==> config.mk <==
export PLATFORM = sky130hd
export DESIGN_NAME = debounce_event_arbiter
export DESIGN_NICKNAME = d
export VERILOG_FILES = /design/src/rtl/i2c_periph_pkg.sv /design/src/rtl/debounce_event_arbiter_sample_tick_gen.sv /design/src/rtl/debounce_event_arbiter.sv
export SDC_FILE = /design/constraint.sdc
export NUM_CORES = 1
export LEC_CHECK = 0
export ABC_CLOCK_PERIOD_IN_PS = 2600
export CAP_MARGIN = 20
export CORE_UTILIZATION = 50
export DETAILED_ROUTE_END_ITERATION = 12
export PLACE_DENSITY = 0.77
export SKIP_CTS_REPAIR_TIMING = 1
export SYNTH_ARGS = -nofsm -noshare
export SYNTH_HDL_FRONTEND = slang
export SYNTH_SLANG_ARGS = --single-unit
==> constraint.sdc <==
create_clock -name clk_in -period 2.6 [get_ports clk_in]
set_input_delay 0.52 -clock clk_in [delete_from_list [all_inputs] [get_ports clk_in]]
set_output_delay 0.52 -clock clk_in [all_outputs]
set_load 0.05 [all_outputs]
==> src/rtl/i2c_periph_pkg.sv <==
// Shared types and defaults for the I2C peripheral front end.
// Holds the arbiter state encoding and the default channel/tick sizing.
package i2c_periph_pkg;

   typedef enum logic [0:0] {
      IDLE  = 1'b0,
      OFFER = 1'b1
   } arb_state_t;

   localparam int DEFAULT_TICK_DIV = 250000;
   localparam int DEFAULT_NUM_CH   = 4;

endpackage

==> src/rtl/debounce_event_arbiter_sample_tick_gen.sv <==
// Slow sample-tick generator: a free-running 0..TICK_DIV-1 counter whose
// terminal count yields a one-cycle tick enable in the system clock domain.
module sample_tick_gen
   import i2c_periph_pkg::*;
#(
   parameter int TICK_DIV = DEFAULT_TICK_DIV
) (
   input  logic clk_in,
   input  logic rst_in,
   output logic tick
);

   localparam int CNT_W = (TICK_DIV > 1) ? $clog2(TICK_DIV) : 1;
   localparam logic [CNT_W-1:0] CNT_MAX = CNT_W'(TICK_DIV - 1);

   logic [CNT_W-1:0] cnt_r;

   // Count up and wrap at the terminal count.
   always_ff @(posedge clk_in or posedge rst_in) begin
      if (rst_in) begin
         cnt_r <= {CNT_W{1'b0}};
      end else if (cnt_r == CNT_MAX) begin
         cnt_r <= {CNT_W{1'b0}};
      end else begin
         cnt_r <= cnt_r + CNT_W'(1);
      end
   end

   assign tick = (cnt_r == CNT_MAX);

endmodule

==> src/rtl/debounce_event_arbiter.sv <==
// Tick-sampled debouncer with one pending event per channel and a round-robin
// valid/ready arbiter. DEBOUNCE_ARB_OVF_EN enables the sticky lost-event flag.
module debounce_event_arbiter
   import i2c_periph_pkg::*;
#(
   parameter int NUM_CH   = DEFAULT_NUM_CH,
   parameter int TICK_DIV = DEFAULT_TICK_DIV
) (
   input  logic                      clk_in,
   input  logic                      rst_in,
   input  logic [NUM_CH-1:0]         signal_in,
   output logic                      evt_valid,
   input  logic                      evt_ready,
   output logic [$clog2(NUM_CH)-1:0] evt_id,
   output logic [NUM_CH-1:0]         pending,
   output logic                      ovf_flag,
   input  logic                      ovf_clear
);

   localparam int ID_W = $clog2(NUM_CH);
   localparam logic [ID_W-1:0] LAST_CH = ID_W'(NUM_CH - 1);

   logic              tick_s;
   logic              tick_d_r;
   logic [NUM_CH-1:0] s1_r;
   logic [NUM_CH-1:0] s2_r;
   logic [NUM_CH-1:0] rise_s;
   logic [NUM_CH-1:0] pending_r;
   logic [NUM_CH-1:0] clr_s;
   logic [NUM_CH-1:0] pending_nxt_s;

   arb_state_t        state_r;
   arb_state_t        state_nxt_s;
   logic              evt_valid_r;
   logic              evt_valid_nxt_s;
   logic [ID_W-1:0]   evt_id_r;
   logic [ID_W-1:0]   evt_id_nxt_s;
   logic [ID_W-1:0]   last_grant_r;
   logic [ID_W-1:0]   last_grant_nxt_s;
   logic [ID_W-1:0]   idx_s;
   logic [ID_W-1:0]   gnt_s;
   logic              found_s;

   sample_tick_gen #(
      .TICK_DIV (TICK_DIV)
   ) u_tick (
      .clk_in (clk_in),
      .rst_in (rst_in),
      .tick   (tick_s)
   );

   // Rise is only evaluated in the cycle after a tick, once per sample period.
   assign rise_s        = {NUM_CH{tick_d_r}} & s1_r & ~s2_r;
   assign pending_nxt_s = (pending_r & ~clr_s) | rise_s;

   // Two-stage tick-enabled sampler and the pending-event vector.
   always_ff @(posedge clk_in or posedge rst_in) begin
      if (rst_in) begin
         s1_r      <= {NUM_CH{1'b0}};
         s2_r      <= {NUM_CH{1'b0}};
         tick_d_r  <= 1'b0;
         pending_r <= {NUM_CH{1'b0}};
      end else begin
         if (tick_s) begin
            s1_r <= signal_in;
            s2_r <= s1_r;
         end else begin
            s1_r <= s1_r;
            s2_r <= s2_r;
         end
         tick_d_r  <= tick_s;
         pending_r <= pending_nxt_s;
      end
   end

   // Round-robin search from last_grant+1, then the IDLE/OFFER handshake.
   always_comb begin
      found_s          = 1'b0;
      gnt_s            = {ID_W{1'b0}};
      idx_s            = {ID_W{1'b0}};
      clr_s            = {NUM_CH{1'b0}};
      state_nxt_s      = state_r;
      evt_valid_nxt_s  = evt_valid_r;
      evt_id_nxt_s     = evt_id_r;
      last_grant_nxt_s = last_grant_r;
      for (int k = 1; k <= NUM_CH; k++) begin
         idx_s = ID_W'((int'(last_grant_r) + k) % NUM_CH);
         if (!found_s && pending_r[idx_s]) begin
            found_s = 1'b1;
            gnt_s   = idx_s;
         end else begin
            found_s = found_s;
         end
      end
      case (state_r)
         IDLE: begin
            if (found_s) begin
               clr_s           = {{(NUM_CH-1){1'b0}}, 1'b1} << gnt_s;
               evt_id_nxt_s    = gnt_s;
               evt_valid_nxt_s = 1'b1;
               state_nxt_s     = OFFER;
            end else begin
               evt_valid_nxt_s = 1'b0;
            end
         end
         OFFER: begin
            if (evt_ready) begin
               last_grant_nxt_s = evt_id_r;
               evt_valid_nxt_s  = 1'b0;
               state_nxt_s      = IDLE;
            end else begin
               evt_valid_nxt_s  = 1'b1;
            end
         end
         default: begin
            evt_valid_nxt_s = 1'b0;
            state_nxt_s     = IDLE;
         end
      endcase
   end

   // Arbiter state and registered handshake outputs.
   always_ff @(posedge clk_in or posedge rst_in) begin
      if (rst_in) begin
         state_r      <= IDLE;
         evt_valid_r  <= 1'b0;
         evt_id_r     <= {ID_W{1'b0}};
         last_grant_r <= LAST_CH;
      end else begin
         state_r      <= state_nxt_s;
         evt_valid_r  <= evt_valid_nxt_s;
         evt_id_r     <= evt_id_nxt_s;
         last_grant_r <= last_grant_nxt_s;
      end
   end

`ifdef DEBOUNCE_ARB_OVF_EN
   logic lost_s;
   logic ovf_r;

   assign lost_s = |(rise_s & pending_r & ~clr_s);

   // Sticky lost-event flag; a new loss beats a same-cycle clear.
   always_ff @(posedge clk_in or posedge rst_in) begin
      if (rst_in) begin
         ovf_r <= 1'b0;
      end else if (lost_s) begin
         ovf_r <= 1'b1;
      end else if (ovf_clear) begin
         ovf_r <= 1'b0;
      end else begin
         ovf_r <= ovf_r;
      end
   end

   assign ovf_flag = ovf_r;
`else
   logic unused_ovf_clear_s;

   assign unused_ovf_clear_s = ovf_clear;
   assign ovf_flag           = 1'b0;
`endif

   assign evt_valid = evt_valid_r;
   assign evt_id    = evt_id_r;
   assign pending   = pending_r;

endmodule
# Word-level counts from Yosys, hierarchy flattened
# Cells that the tools add are included.
# totals
regBits	36
output_inout_bits	8
# classes
n_addsub	5
n_lt_le_gt_ge	4
n_eq_ne	1
shift	1
n_mux	22
n_bitwise	7
reduce_logical	8
# ops
op	n
adder 18 x 1 -> 18 bit, second input constant	1
== test 18 bit, second input constant	1
2-to-1 mux 18 bit	1
bitwise AND 4 bit	3
< comparator 2 x 3 -> 1 bit, second input constant	4
2-to-1 mux 1 bit	10
binary-select mux 1 bit (select 2 bit)	4
2-to-1 mux 2 bit	4
2-to-1 mux 4 bit	2
inverter 4 bit	2
adder 2 x 1 -> 2 bit, second input constant	2
adder 2 bit, second input constant	2
bitwise OR 4 bit	1
AND reduction 2 bit	2
<< shifter 1 x 2 -> 4 bit, first input constant	1
logical AND 1 bit	3
logical NOT 1 bit	3
case mux 1 bit (2 select lines)	1
inverter 1 bit	1

# Longest topological paths before layout
# Gate-level depths: netlist of run 1.
# logic_depth
ltp_word	19
ltp_mapped	5
mapped_depth_nobuf	5

# Hierarchy
# From an unflattened synthesis of run 1, not the netlist that was laid out.
# hier_totals
cells_unflattened	153
area_unflattened_um2	1687.9
# by_module_without_submodules
mod	instances	cells_per_inst	area_each_um2	seq_area_each_um2
sample_tick_gen	1	82	885.8	450.4
debounce_event_arbiter	1	71	802.0	452.9

# Worst setup path after synthesis of run 1
# No wires, ideal clock.
# synth_timing
path_kind	flip-flop to flip-flop
from	register u_tick.cnt_r[8]
to	register s1_r[0]
setup_ns	0.125
arrival_time_ns	1.809
t_required_ns	2.475
path_slack_ns	0.667
stages_incl_launch_ff	4
path_buffers	0
synth_period_minus_slack_ns	1.933
cell_sequence	dfrtp_1 or4_4 nor4_4 mux2_2
# synth_between
elab_chain_cells	1
# synth_rtl
item	line	text
start: declaration	debounce_event_arbiter_sample_tick_gen.sv:16	logic [CNT_W-1:0] cnt_r;
start signal: assignment	debounce_event_arbiter_sample_tick_gen.sv:21	cnt_r <= {CNT_W{1'b0}};
start signal: assignment	debounce_event_arbiter_sample_tick_gen.sv:23	cnt_r <= {CNT_W{1'b0}};
start signal: assignment	debounce_event_arbiter_sample_tick_gen.sv:25	cnt_r <= cnt_r + CNT_W'(1);
== test 18 bit	debounce_event_arbiter_sample_tick_gen.sv:29	assign tick = (cnt_r == CNT_MAX);
end signal: assignment	debounce_event_arbiter.sv:59	s1_r <= {NUM_CH{1'b0}};
end signal: assignment	debounce_event_arbiter.sv:65	s1_r <= signal_in;
end signal: assignment	debounce_event_arbiter.sv:68	s1_r <= s1_r;
end: declaration	debounce_event_arbiter.sv:25	logic [NUM_CH-1:0] s1_r;
# No other way between the ends.
# A chain may end at the register's enable or synchronous reset.

# Worst setup path after layout of run 1
# Ends and elaborated chain as after synthesis.

==> metrics, run 1 <==
initial antenna violation count=0; DP HPWL=2306 um; startpoint types=flip-flop; Top FF cell, synth=dfrtp_1; global route overflow=0; IO buf count=13; Routed Antenna Nets=0; Layout fillers=269; number of synthesized flops with an enable pin=0; Total Wirelength=3125 um; Starting Density=54.28%; TNS Setup=0 ns; CP arrival=2.43 ns; die width=60.28 um; Rel. slew slack=54.36%; Num CTS Buffers=5; H-Tree Depth=2; die footprint=3633 um^2; Clk Latency, worst-skew pair=0.34 ns; Inst Count DP=212; endpoints failing setup=0; FF-to-FF Start=u_tick.cnt_r[8]; largest net degree at the start of global routing=37; Area growth, synth to finish=15.40%; DR vias=1231; dpl cell area=1883 um^2; Register Area=903.4 um^2; maximum clock path buffer count=2; VDD IR max=0.3184 mV; DRC=0; root buffer cell=clkbuf_4; Min Hold Slack=0.4940 ns; Netlist cell types=33; R2R Path End=s1_r[0]; Power Density=493.6 nW/um^2; Via density=5.595; Final Cell Area=1959 um^2; vias in the first global route=1265; fin crit share=84.85%; clk slew on worst S/H paths=0.11 ns; Reg2Reg Depth=3; post-synth top area share=50.11%; Post-Syn Area=1698 um^2; Rows=20; Worst Hold Class=reg2reg; adder-cell share of the synthesized area=0.7369%; Max-Cap Viols=0; Synth Area in Simple Gates=22.48%; main combinational cell family by area after synthesis=simple AND/OR/NAND/NOR gates; Cells after Synth=155; clock tree from TritonCTS=yes; share of cells above drive strength 1=14.20%; area share of xor/xnor cells in the synthesized design=7.222%; Synth Area in Compound Gates=4.864%; Fmax=453.3 MHz; measured slew at the worst slew-check pin=0.6796 ns; largest area contributor in the netlist=dfrtp_1; max-slew violations=0; drt first pass iters=4; final hold vios=0; WS Path Type=reg2reg; CP Max Fanout=11; outcome=completed; Non-Filler Instances=220; Sink Count=36; Iter 0 DRT Violations=85; area of the multi-input gates=757.0 um^2; per-cell routed wire length=14.20 um; hold path startpoint=u_tick.cnt_r[0]; mux contribution to synthesized area=9.064%; hold endpoint=u_tick.cnt_r[0]; crit end category=flip-flop; Synth Area per Inst=10.95 um^2; data required time of the critical path=2.83 ns; RSZ-0062 raised after global routing=false; I/O pin count=16; fin nets=184; global-route wire length before repair=5423 um; fin crit period=2.206 ns; ant diodes=0; WHS Path Cells=1; sequential fraction of the synthesis area=53.21%; Die Y=60.28 um; #FFs+latches synth=36; core area=3128 um^2; Final Skew=0.007197 ns; top cells by area, synth=dfrtp_1 50%, mux2_2 7.3%, xnor2_1 4.1%, nor2_1 4.0%, dfstp_2 3.1%; Lkg Pwr=0.8764 nW; asr flop ratio synth=100.0%; Syn Nets=164; global-route usage over all layers=20.92%; FF-to-FF setup slack=0.39 ns; synth warn=0; GP Congestion=0.8449
-- logic make-up after synthesis --
group / Yosys count
xor+xnor: 14
mux: 14
other cells: 1
fa+ha+maj: 1
compound gates: 13
simple gates: 68
buf+inv: 8
flops: 36
-- critical path, stage by stage (launching register included) --
cell	delay, ns
dfrtp_1	0.47
or4_4	0.56
nor4_4	0.64
mux2_2	0.42
-- metrics by stage --
step / util [%] / worst slack [ns] / total power, mW
floorplan: - / 0.6666 / 0.5832
global placement: 60.20 / 0.4673 / 0.5943
detailed placement: 60.20 / 0.4212 / 0.5950
CTS: 62.64 / 0.3937 / 0.9747
global route: 62.64 / 0.3167 / 0.9962
finish: 62.64 / 0.3939 / 0.9672
-- flip-flops by register name, indices dropped and copies added, names as in the netlist --
name,cells
evt_id,2
evt_valid,1
last_grant_r,2
pending,4
s1_r,4
s2_r,4
tick_d_r,1
u_tick.cnt_r,18
-- per-layer routing --
metal / up-vias / global-route usage, % / wire [um]
met5: - / 0 / 0
met4: 0 / 8.638 / 66
met3: 9 / 5.844 / 112
met2: 24 / 37.68 / 1695
met1: 610 / 22.77 / 1251
li1: 588 / - / -
-- area by class of cell --
| class | instances | area share (%) |
|---|---|---|
| sequential | 36 | 46.10 |
| clock buffer | 6 | 2.107 |
| multi-input combinational | 111 | 38.63 |
| inverter | 6 | 1.149 |
| timing repair buffer | 15 | 7.407 |
| tap | 44 | 2.810 |
| clock inverter | 2 | 1.788 |
-- placed cells by master (no fill, tap or decap), types with 3 or more instances in the layout --
master / netlist / routed
nand3b_1: 3 / 3
dfrtp_1: 34 / 34
mux2_2: 11 / 11
nor4_1: 5 / 5
inv_1: 6 / 6
mux2i_1: 3 / 3
nand3_1: 8 / 8
nand2_1: 8 / 8
clkbuf_4: 0 / 5
nor2b_1: 5 / 5
nor2_1: 18 / 18
nor4b_1: 3 / 3
clkdlybuf4s50_1: 0 / 13
xor2_1: 6 / 6
nand4_1: 7 / 7
xnor2_1: 8 / 8
o21ai_0: 5 / 5
-- how the worst max path moves through the flow --
stage                    start       to  depth (start not counted)
3_5_place_dp   u_tick.cnt_r[8]  s1_r[0]                          3
6_report       u_tick.cnt_r[8]  s1_r[0]                          3
5_1_grt        u_tick.cnt_r[6]  s2_r[3]                          3
2_1_floorplan  u_tick.cnt_r[8]  s1_r[0]                          3
3_3_place_gp   u_tick.cnt_r[8]  s1_r[1]                          3
4_1_cts        u_tick.cnt_r[8]  s1_r[0]                          3
-- Yosys cell counts (5+ instances only) --
master and instances:
o21ai_0 5, nor4_1 5, nand4_1 7, mux2_2 11, dfrtp_1 34, inv_1 6
nor2b_1 5, nor2_1 18, nand2_1 8, nand3_1 8, xnor2_1 8, xor2_1 6
-- report_power, final --
part	total [mW]	switching (mW)	internal, mW
clock	0.384	0.182	0.201
sequential	0.560	0.0000000000000000809	0.560
combinational	0.0237	0.0147	0.00895
(Power assumes the default switching activity.)
==> inputs of run 2 (changes only) <==
--- a/config.mk
+++ b/config.mk
@@ -5,7 +5,7 @@
 export SDC_FILE = /design/constraint.sdc
 export NUM_CORES = 1
 export LEC_CHECK = 0
-export ABC_CLOCK_PERIOD_IN_PS = 2600
+export ABC_CLOCK_PERIOD_IN_PS = 2200
 export CAP_MARGIN = 20
 export CORE_UTILIZATION = 50
 export DETAILED_ROUTE_END_ITERATION = 12
==> constraint.sdc (replaced) <==
create_clock -name clk_in -period 2.2 [get_ports clk_in]
set_input_delay 0.44 -clock clk_in [delete_from_list [all_inputs] [get_ports clk_in]]
set_output_delay 0.44 -clock clk_in [all_outputs]
set_load 0.05 [all_outputs]
==> run 2 against run 1 <==
  * Clock skew up 0.0081 ns
  * Routed wire length down 2.4%
  * Via count down 0.81%
  * Cell count up 0.45%
  * Worst setup slack worse by 0.29 ns
  * Combinational power up 19%
  * Utilization down 0.40 points
  * Power up 6.7%
  * Count of clock-buffer cells in the layout down 1
  * Largest cell class unchanged
==> metrics, run 2 (same netlist as run 1, synthesis figures left out) <==
CP Cell Sequence=clkdlybuf4s50_1 (was or4_4 -> nor4_4 -> mux2_2); share of cells above drive strength 1=15.25% (was 14.20%); fin crit share=95.46%; Rel. slew slack=61.95% (was 54.36%); Largest register FFs=18 (unchanged); Via density=5.525 (was 5.595); Max-Cap Viols=0 (unchanged); data required time of the critical path=1.76 ns (was 2.83 ns); RSZ-0062 raised after global routing=false (unchanged); VDD IR max=0.4209 mV (was 0.3184 mV); IO buf count=13 (unchanged); DRC=0 (unchanged); TNS Setup=0 ns (unchanged); cell at the slowest stage of the critical path=clkdlybuf4s50_1 (was nor4_4); global route overflow=0 (unchanged); clk slew on worst S/H paths=0.12 ns (was 0.11 ns); max-slew violations=0 (unchanged); final hold vios=0 (unchanged); startpoint types=flip-flop (unchanged); most flop-heavy register=u_tick.cnt_r (unchanged); Total Wirelength=3049 um (was 3125 um); fin nets=185 (was 184); met2 wire length=1635 um (was 1695 um); Area growth, synth to finish=14.66% (was 15.40%); GP Congestion=0.8047 (was 0.8449); Setup WS post-layout=0.09987 ns (was 0.3939 ns); Inst Count DP=213 (was 212); clock tree from TritonCTS=yes (unchanged); die footprint=3633 um^2 (unchanged); Iter 0 DRT Violations=55 (was 85); H-Tree Depth=2 (unchanged); ant diodes=0 (unchanged); setup slack at placement=0.2025 ns (was 0.4212 ns); DR vias=1221 (was 1231); Non-Filler Instances=221 (was 220); Top Metal Used=met4 (unchanged); most common cell after layout, fill and taps aside=dfrtp_1 (unchanged); maximum clock path buffer count=2 (unchanged); Num CTS Buffers=5 (unchanged); Clk Latency, worst-skew pair=0.34 ns (about the same); R2R Path End=s1_r[3] (was s1_r[0]); most frequent cells in the layout=34 x dfrtp_1, 18 x nor2_1, 13 x clkdlybuf4s50_1, 11 x mux2_2 (unchanged); Starting Density=54.28% (unchanged); WS Path Type=reg2out (was reg2reg); CP arrival=1.66 ns (was 2.43 ns); Sink Count=36 (unchanged); met3 routed WL=104 um (was 112 um); Rows=20 (unchanged); crit end category=primary output (was flip-flop); vias in the first global route=1169 (was 1265); Routed Antenna Nets=0 (unchanged); largest net degree at the start of global routing=37 (unchanged); Power Density=530.2 nW/um^2 (was 493.6 nW/um^2); die width=60.28 um (unchanged); global-route usage over all layers=20.19% (was 20.92%); root buffer cell=clkbuf_4 (unchanged); measured slew at the worst slew-check pin=0.5656 ns (was 0.6796 ns); CP peak stage delay=0.84 ns (was 0.64 ns); endpoints failing setup=0 (unchanged); core area=3128 um^2 (unchanged); DP HPWL=2198 um (was 2306 um); FF-to-FF Start=u_tick.cnt_r[6] (was u_tick.cnt_r[8]); Layout fillers=266 (was 269); Die Y=60.28 um (unchanged); Lkg Pwr=0.8746 nW (was 0.8764 nW); per-cell routed wire length=13.80 um (was 14.20 um); fin crit period=2.100 ns; initial antenna violation count=0 (unchanged); Crit path buffers/inverters=1 (was 0); I/O pin count=16 (unchanged); CP delay by family, top=buffers and inverters (was simple AND/OR/NAND/NOR gates); CP Max Fanout=7 (was 11); Final Skew=0.01529 ns (was 0.007197 ns); Worst Hold Class=in2async (was reg2reg); Fmax=476.2 MHz; global-route wire length before repair=5188 um (was 5423 um); met1 WL=1280 um (was 1251 um); outcome=completed (unchanged); FF-to-FF setup slack=0.22 ns (was 0.39 ns); drt first pass iters=4 (unchanged); Reg2Reg Depth=4 (was 3)
-- run 2: cell count changes in the layout (fill, tap and decap cells not counted), sizes merged --
cell	change
clkbuf	-1
clkinv	+2
buf	+1
bufinv	-1
-- run 2: worst max path at each step --
stage,depth (start not counted),endpoint,from
after global routing,1,pending[3],pending[3]
final,1,pending[3],pending[3]
after CTS,1,pending[3],pending[3]
after detailed placement,4,s1_r[3],u_tick.cnt_r[6]
after floorplan,3,s1_r[0],u_tick.cnt_r[8]
after global placement,4,s1_r[1],u_tick.cnt_r[6]
-- run 2: final cells by class --
type | instances | area, um^2 | share of cell area, %
repair buffers | 16 | 152.6 | 7.841
clock buffers | 5 | 37.54 | 1.928
clock inverters | 3 | 18.77 | 0.9640
multi-input cells | 111 | 757.0 | 38.88
flip-flops and latches | 36 | 903.4 | 46.40
inverters | 6 | 22.52 | 1.157
well taps | 44 | 55.05 | 2.828
-- run 2: power by group --
group / switching [mW] / internal [mW] / leakage, nW
Sequential: 0.0000000000000000945 / 0.662 / 0.481
Combinational: 0.0175 / 0.0106 / 0.358
Clock: 0.220 / 0.123 / 0.0349
Total: 0.237 / 0.795 / 0.875
-- run 2: per-layer routing --
metal	vias to the layer above	track usage [%]
met5	-	0
met4	0	7.641
met3	4	6.710
met2	20	34.69
met1	602	23.07
li1	595	-
-- run 2: through the flow --
step                      power (mW)  hold WS (ns)  instance area, um^2  util [%]
final                          1.032        0.4821                 1947     62.24
after detailed placement      0.7034        0.4806                 1891     60.44
after floorplan               0.6892        0.4518                 1698         -
after global routing           1.082        0.5134                 1947     62.24
after CTS                      1.048        0.4865                 1947     62.24
after global placement        0.7023        0.4715                 1891     60.44
==> inputs of run 3 (changes only) <==
--- a/config.mk
+++ b/config.mk
@@ -8,6 +8,7 @@
 export ABC_CLOCK_PERIOD_IN_PS = 2200
 export CAP_MARGIN = 20
 export CORE_UTILIZATION = 50
+export CTS_CLUSTER_DIAMETER = 150
 export DETAILED_ROUTE_END_ITERATION = 12
 export PLACE_DENSITY = 0.77
 export SKIP_CTS_REPAIR_TIMING = 1
==> results of run 3 <==
Same layout as run 2: the final DEF is identical, and so are final timing and power.
